`config.mk`:
```
export PLATFORM = sky130hd
export DESIGN_NAME = btn_event
export DESIGN_NICKNAME = d
export VERILOG_FILES = /design/src/rtl/btn_event_pkg.sv /design/src/rtl/btn_event_ch.sv /design/src/rtl/btn_event.sv
export SDC_FILE = /design/constraint.sdc
export NUM_CORES = 1
export LEC_CHECK = 0
export CELL_PAD_IN_SITES_DETAIL_PLACEMENT = 1
export CELL_PAD_IN_SITES_GLOBAL_PLACEMENT = 1
export CORE_MARGIN = 3
export CORE_UTILIZATION = 48
export DETAILED_ROUTE_END_ITERATION = 12
export PLACE_DENSITY = 0.77
export SYNTH_ARGS = -nofsm -noshare
export SYNTH_HDL_FRONTEND = slang
export SYNTH_SLANG_ARGS = --single-unit
```
`constraint.sdc`:
```
create_clock -name clk -period 2.91 [get_ports clk]
set_input_delay 0.582 -clock clk [delete_from_list [all_inputs] [get_ports clk]]
set_output_delay 0.582 -clock clk [all_outputs]
set_load 0.01 [all_outputs]
```
`src/rtl/btn_event_pkg.sv`:
```
// ----------------------------------------------------------------------------
// btn_event_pkg
// Shared definitions for the button event block: per-channel state encoding,
// event type codes carried in evt_code[top:top-1], and the width helper used
// to size counters and the channel index field.
// ----------------------------------------------------------------------------
package btn_event_pkg;

    typedef enum logic [1:0] {
        ST_IDLE    = 2'b00,
        ST_PRESSED = 2'b01,
        ST_HELD    = 2'b10
    } ch_state_t;

    localparam logic [1:0] EVT_PRESS   = 2'b01;
    localparam logic [1:0] EVT_REPEAT  = 2'b10;
    localparam logic [1:0] EVT_RELEASE = 2'b11;

    // Number of bits needed to hold 'value' (never less than 1).
    function automatic int get_width(input longint value);
        int w;
        w = 1;
        for (int i = 1; i < 63; i++) begin
            if ((value >> i) != 0) begin
                w = i + 1;
            end
        end
        return w;
    endfunction

endpackage

```
`src/rtl/btn_event_ch.sv`:
```
// ----------------------------------------------------------------------------
// btn_event_ch
// One channel of the button event block. Tracks a single debounced level and
// produces registered press/release/repeat pulses plus a hold level.
//
// Ports
//   clk        : clock, rising edge
//   rst_n      : asynchronous active-low reset
//   lvl        : debounced input level, synchronous to clk
//   press_o    : one-cycle pulse on a new press
//   release_o  : one-cycle pulse on release
//   hold_o     : high while held past the hold time
//   repeat_o   : one-cycle auto-repeat pulse (first one coincides with hold rise)
// ----------------------------------------------------------------------------
module btn_event_ch
    import btn_event_pkg::*;
#(
    parameter int   HOLD_CYC     = 50_000_000,
    parameter int   REP_CYC      = 10_000_000,
    parameter logic ACTIVE_LEVEL = 1'b1
) (
    input  logic clk,
    input  logic rst_n,
    input  logic lvl,
    output logic press_o,
    output logic release_o,
    output logic hold_o,
    output logic repeat_o
);

    localparam int MAX_CYC = (HOLD_CYC > REP_CYC) ? HOLD_CYC : REP_CYC;
    localparam int CW      = get_width(longint'(MAX_CYC - 1));

    localparam logic [CW-1:0] HOLD_TC = CW'(HOLD_CYC - 1);
    localparam logic [CW-1:0] REP_TC  = CW'(REP_CYC - 1);

    ch_state_t     state_q, state_d;
    logic [CW-1:0] cnt_q, cnt_d;
    logic          prev_q;
    logic          p;
    logic          press_d, release_d, hold_d, repeat_d;

    assign p = (lvl == ACTIVE_LEVEL);

    // State, counter, previous level and all pulse outputs are registered so
    // nothing downstream sees a combinational path from lvl.
    always_ff @(posedge clk or negedge rst_n) begin
        if (!rst_n) begin
            state_q   <= ST_IDLE;
            cnt_q     <= '0;
            prev_q    <= 1'b0;
            press_o   <= 1'b0;
            release_o <= 1'b0;
            hold_o    <= 1'b0;
            repeat_o  <= 1'b0;
        end else begin
            state_q   <= state_d;
            cnt_q     <= cnt_d;
            prev_q    <= p;
            press_o   <= press_d;
            release_o <= release_d;
            hold_o    <= hold_d;
            repeat_o  <= repeat_d;
        end
    end

    // Release is checked before the terminal count so a level drop on the
    // terminal cycle yields only a release pulse, never a repeat.
    always_comb begin
        state_d   = state_q;
        cnt_d     = cnt_q;
        press_d   = 1'b0;
        release_d = 1'b0;
        repeat_d  = 1'b0;
        hold_d    = hold_o;
        case (state_q)
            ST_IDLE: begin
                if (p && !prev_q) begin
                    state_d = ST_PRESSED;
                    press_d = 1'b1;
                    cnt_d   = '0;
                end
            end
            ST_PRESSED: begin
                if (!p) begin
                    state_d   = ST_IDLE;
                    release_d = 1'b1;
                    hold_d    = 1'b0;
                    cnt_d     = '0;
                end else if (cnt_q == HOLD_TC) begin
                    state_d  = ST_HELD;
                    hold_d   = 1'b1;
                    repeat_d = 1'b1;
                    cnt_d    = '0;
                end else begin
                    cnt_d = cnt_q + 1'b1;
                end
            end
            ST_HELD: begin
                if (!p) begin
                    state_d   = ST_IDLE;
                    release_d = 1'b1;
                    hold_d    = 1'b0;
                    cnt_d     = '0;
                end else if (cnt_q == REP_TC) begin
                    repeat_d = 1'b1;
                    cnt_d    = '0;
                end else begin
                    cnt_d = cnt_q + 1'b1;
                end
            end
            default: begin
                state_d = ST_IDLE;
                hold_d  = 1'b0;
                cnt_d   = '0;
            end
        endcase
    end

endmodule

```
`src/rtl/btn_event.sv`:
```
// ----------------------------------------------------------------------------
// btn_event
// Turns N debounced button levels into key events. Each channel produces
// press/release/repeat pulses and a hold level; the pulses are merged by
// fixed priority into a one-entry event register popped with valid/ready.
//
// Ports
//   clk          : clock, rising edge
//   rst_n        : asynchronous active-low reset
//   lvl_i        : N debounced levels
//   press_o      : per-channel press pulse
//   release_o    : per-channel release pulse
//   hold_o       : per-channel hold level
//   repeat_o     : per-channel auto-repeat pulse
//   evt_valid    : event register occupied
//   evt_code     : {type[1:0], channel index}
//   evt_ready    : consumer pops the event
//   evt_overflow : sticky, some pulse was not captured
// ----------------------------------------------------------------------------
module btn_event
    import btn_event_pkg::*;
#(
    parameter int   N            = 5,
    parameter int   CLK_FREQ     = 100,
    parameter int   HOLD_US      = 500_000,
    parameter int   REPEAT_US    = 100_000,
    parameter logic ACTIVE_LEVEL = 1'b1
) (
    input  logic                                 clk,
    input  logic                                 rst_n,
    input  logic [N-1:0]                         lvl_i,
    output logic [N-1:0]                         press_o,
    output logic [N-1:0]                         release_o,
    output logic [N-1:0]                         hold_o,
    output logic [N-1:0]                         repeat_o,
    output logic                                 evt_valid,
    output logic [2+get_width(longint'(N-1))-1:0] evt_code,
    input  logic                                 evt_ready,
    output logic                                 evt_overflow
);

    localparam int W        = get_width(longint'(N - 1));
    localparam int HOLD_CYC = CLK_FREQ * HOLD_US;
    localparam int REP_CYC  = CLK_FREQ * REPEAT_US;

    logic [N-1:0]   any_pulse;
    logic           cand_valid;
    logic [W+1:0]   cand_code;
    logic           multi_pulse;
    logic           load;
    logic           pop;

    for (genvar i = 0; i < N; i++) begin : gen_ch
        btn_event_ch #(
            .HOLD_CYC     (HOLD_CYC),
            .REP_CYC      (REP_CYC),
            .ACTIVE_LEVEL (ACTIVE_LEVEL)
        ) u_ch (
            .clk       (clk),
            .rst_n     (rst_n),
            .lvl       (lvl_i[i]),
            .press_o   (press_o[i]),
            .release_o (release_o[i]),
            .hold_o    (hold_o[i]),
            .repeat_o  (repeat_o[i])
        );
    end

    assign any_pulse = press_o | release_o | repeat_o;

    // Scanning from the top down lets the lowest active index win.
    always_comb begin
        cand_valid = 1'b0;
        cand_code  = '0;
        for (int i = N - 1; i >= 0; i--) begin
            if (any_pulse[i]) begin
                cand_valid = 1'b1;
                if (press_o[i]) begin
                    cand_code = {EVT_PRESS, W'(i)};
                end else if (release_o[i]) begin
                    cand_code = {EVT_RELEASE, W'(i)};
                end else begin
                    cand_code = {EVT_REPEAT, W'(i)};
                end
            end
        end
    end

    // More than one channel pulsing means all but the winner are lost.
    assign multi_pulse = |(any_pulse & (any_pulse - 1'b1));
    assign pop         = evt_valid & evt_ready;
    assign load        = cand_valid & (~evt_valid | evt_ready);

    // Event register and sticky overflow; a pop and a new load may share a cycle.
    always_ff @(posedge clk or negedge rst_n) begin
        if (!rst_n) begin
            evt_valid    <= 1'b0;
            evt_code     <= '0;
            evt_overflow <= 1'b0;
        end else begin
            if (load) begin
                evt_valid <= 1'b1;
                evt_code  <= cand_code;
            end else if (pop) begin
                evt_valid <= 1'b0;
            end
            if (multi_pulse || (cand_valid && !load)) begin
                evt_overflow <= 1'b1;
            end
        end
    end

endmodule
```
==> results.cfg <==
[drt]
first_pass_iters = 5
detail_route.iter0.violations = 292
vias_per_cell = 5.74
drtAntennaViolNets = 0
wl_per_cell_um = 17.9
drc = 0
wl_um = 24000
vias = 7706

[synth]
ys_types = 64
ys_top_cells_by_area = dfrtp_1, nor2_1, nand2_1, nand3_1, xnor2_1
synth_ff_type = dfrtp_1
ys.warnings.count = 0
synthCells = 1016
async_reset_ff_frac = 1.00
synth_nets = 1044
synth_top_area_share = 0.461
synth-edff-count = 0
avgSynthCellArea_um2 = 9.20
ys_seq_area_frac = 0.461
synth_top_area_cell = dfrtp_1
yosys_register_bits = 172
synthesis.area_um2 = 9340

[global_route]
grtUsageMet2 = 0.396
grt_max_degree = 62
gr-usage-met1 = 0.318
grt_pass1_vias = 8057
overflow = 0
grtUsageTotal = 0.234
grt-busiest-layer = met2
grt_pass1_wl_um = 41300
gr-usage-met3 = 0.0330
grt_antenna_before_repair = 0

[setup_path]
worstPathRequired_ns = 3.23
start_kind = register
crit_path_cell_trace = or4b_1 -> or4_4 -> o41a_1 -> o21ai_4 -> buf_4 -> o21ai_0 -> a22o_1
end_kind = register
cp_slowest_cell = or4b_1
max_stage_delay_ns = 0.54
crit_type = register to register
arrival_ns = 3.09
r2r_setup_slack_ns = 0.14
reg2reg_to = gen_ch[0].u_ch.cnt_q[6]$_DFFE_PN0P_
critPathMaxFanout = 6
worstRegToRegCells = 7
worstReg2RegStart = gen_ch[0].u_ch.cnt_q[11]$_DFFE_PN0P_
path_depth = 7
crit_end = gen_ch[0].u_ch.cnt_q[6]$_DFFE_PN0P_
crit_start = gen_ch[0].u_ch.cnt_q[11]$_DFFE_PN0P_
crit_family = simple AND/OR/NAND/NOR gates
crit_buf_inv = 1

[sta]
fin_skew_ns = 0.00920
worstMarginPinSlew_ns = 0.708
slew_headroom = 0.527
drv_slew = 0
finalCritPeriodShare = 0.951
hold_violations = 0
rsz0062_at_grt = false
period_minus_slack_ns = 2.77
fmax_mhz = 361
setup_viol = 0
fin_tns_setup_ns = 0

[placement]
hpwl_um = 17000
port_buffers = 34
routabilityCongestion = 0.793

[status]
outcome = finished clean

[cts]
cts.htree.levels = 4
insertion_delay_ns = 0.43
clkSlewWorstSetupHoldPaths_ns = 0.07
cts_tree = built
cts_hold_buffers = 0
cts_buffers = 17
clkSinkCount = 172
cts.path.max_buffers = 2
root_buffer = clkbuf_16

[power_and_ir_drop]
switching_share = 0.354
power_w = 0.00722
p_leak_nw = 4.58
switching_power_w = 0.00255
p_int_w = 0.00467
peakVddDrop_uv = 454
seq_power_share = 0.379
power_density_nw_per_um2 = 676
combPwrFrac = 0.307
clkPwrFrac = 0.314

[cells_and_area]
fill_cells = 2191
final_common_cell = dfrtp_1
final_layout_size_suffix_gt1_frac = 0.0923
area_growth_pct = 14.3
antennaDiodeCount = 0
mostFrequentLayoutCells = dfrtp_1, nor2_1, nand2_1, nand3_1, o21ai_0
final_nets = 1098

[floorplan]
initial_core_util = 0.495
core_um2 = 18900
dieHeight_um = 146
die-area_um2 = 21200
die_w_um = 146
num_io_pins = 35
rows = 50

[min_path]
hp-class = input port to asynchronous set/reset pin

[run]
max-cap-violations = 0
[kinds of logic after synthesis]
kind of cell	after synthesis	synth area share
AND/OR/NAND/NOR	486	0.264
AO/OA/AOI/OAI	187	0.138
flip-flops	172	0.461
buffers and inverters	81	0.0439
XOR/XNOR	65	0.0609
adder cells (fa/ha/maj)	20	0.0268
multiplexers	5	0.00549
[worst min-delay path by stage]
stage / cells after the start / slack, ns / startpoint / to
2_1_floorplan: 0 / 0.29 / rst_n / evt_code[0]$_DFFE_PN0P_
3_3_place_gp: 2 / 0.50 / gen_ch[3].u_ch.cnt_q[1]$_DFFE_PN0P_ / gen_ch[3].u_ch.cnt_q[1]$_DFFE_PN0P_
3_5_place_dp: 2 / 0.51 / evt_code[4]$_DFFE_PN0P_ / evt_code[4]$_DFFE_PN0P_
4_1_cts: 1 / 0.15 / rst_n / gen_ch[4].u_ch.cnt_q[4]$_DFFE_PN0P_
5_1_grt: 1 / 0.16 / rst_n / gen_ch[4].u_ch.cnt_q[4]$_DFFE_PN0P_
6_report: 1 / 0.14 / rst_n / gen_ch[4].u_ch.cnt_q[10]$_DFFE_PN0P_
[layer usage]
layer	vias up	share of wire
met5	-	0
met4	0	0.012
met3	22	0.022
met2	92	0.49
met1	3883	0.47
li1	3709	-
[worst reg2reg max path: stages (launching register included)]
cell and delay (ns):
dfrtp_1 0.42, or4b_1 0.54, or4_4 0.51, o41a_1 0.51
o21ai_4 0.21, buf_4 0.16, o21ai_0 0.10, a22o_1 0.20
[repair_timing]
action	CTS	global route
gates resized for setup	0	3
endpoints found under the setup margin	0	7
buffers inserted	0	0
hold endpoints to repair	0	0
[cells in the mapped netlist, types with 5 or more instances]
cell type and instances:
a21oi_1 41, nand3_1 65, a211oi_1 7, nand4_1 35, nor4b_1 5, nor4_1 15
nor2_1 125, ha_1 20, and3_1 19, dfrtp_1 172, nor2b_1 13, o21ai_0 42
clkbuf_1 15, nand2b_1 16, inv_1 40, or4_1 5, o22ai_1 5, buf_4 20
nor3_1 30, and2_1 17, nor2_2 11, a22o_1 30, xnor2_1 33, or3_1 12
and4_1 7, a21o_1 23, xor2_1 32, o311ai_0 5, nand2_1 92
[power groups by stage]
stage | clock network (W) | logic [W] | registers [W]
after floorplan | 0 | 0.00153 | 0.00273
after global placement | 0 | 0.00213 | 0.00277
after detailed placement | 0 | 0.00220 | 0.00278
after CTS | 0.00232 | 0.00224 | 0.00274
after global routing | 0.00243 | 0.00249 | 0.00276
final | 0.00227 | 0.00222 | 0.00273
[flip-flops by register name, summed over array words and instances, names as in the netlist]
name and cells:
gen_ch.u_ch.hold_o 5, gen_ch.u_ch.release_o 5, gen_ch.u_ch.prev_q 5, gen_ch.u_ch.state_q 10, gen_ch.u_ch.repeat_o 5, gen_ch.u_ch.cnt_q 130
evt_overflow 1, evt_valid 1, evt_code 5, gen_ch.u_ch.press_o 5
[area by class of cell]
cell class | count | area (um2) | area share
repair buffers | 76 | 682 | 0.0638
clock buffers | 18 | 429 | 0.0402
clock inverters | 14 | 146 | 0.0137
inverters | 40 | 150 | 0.0141
multi-input cells | 763 | 4650 | 0.435
flip-flops and latches | 172 | 4300 | 0.403
well taps | 260 | 325 | 0.0305
[through the flow]
step	utilization	instances	cell area (um2)	hold slack, ns	setup WS, ns
2_1_floorplan	-	1016	9340	0.286	0.219
3_3_place_gp	0.534	1311	10100	0.499	0.230
3_5_place_dp	0.534	1311	10100	0.509	0.149
4_1_cts	0.565	1343	10700	0.148	0.147
5_1_grt	0.565	1343	10700	0.160	0.0338
6_report	0.565	1343	10700	0.136	0.142
Power figures use the tool's default switching activity.
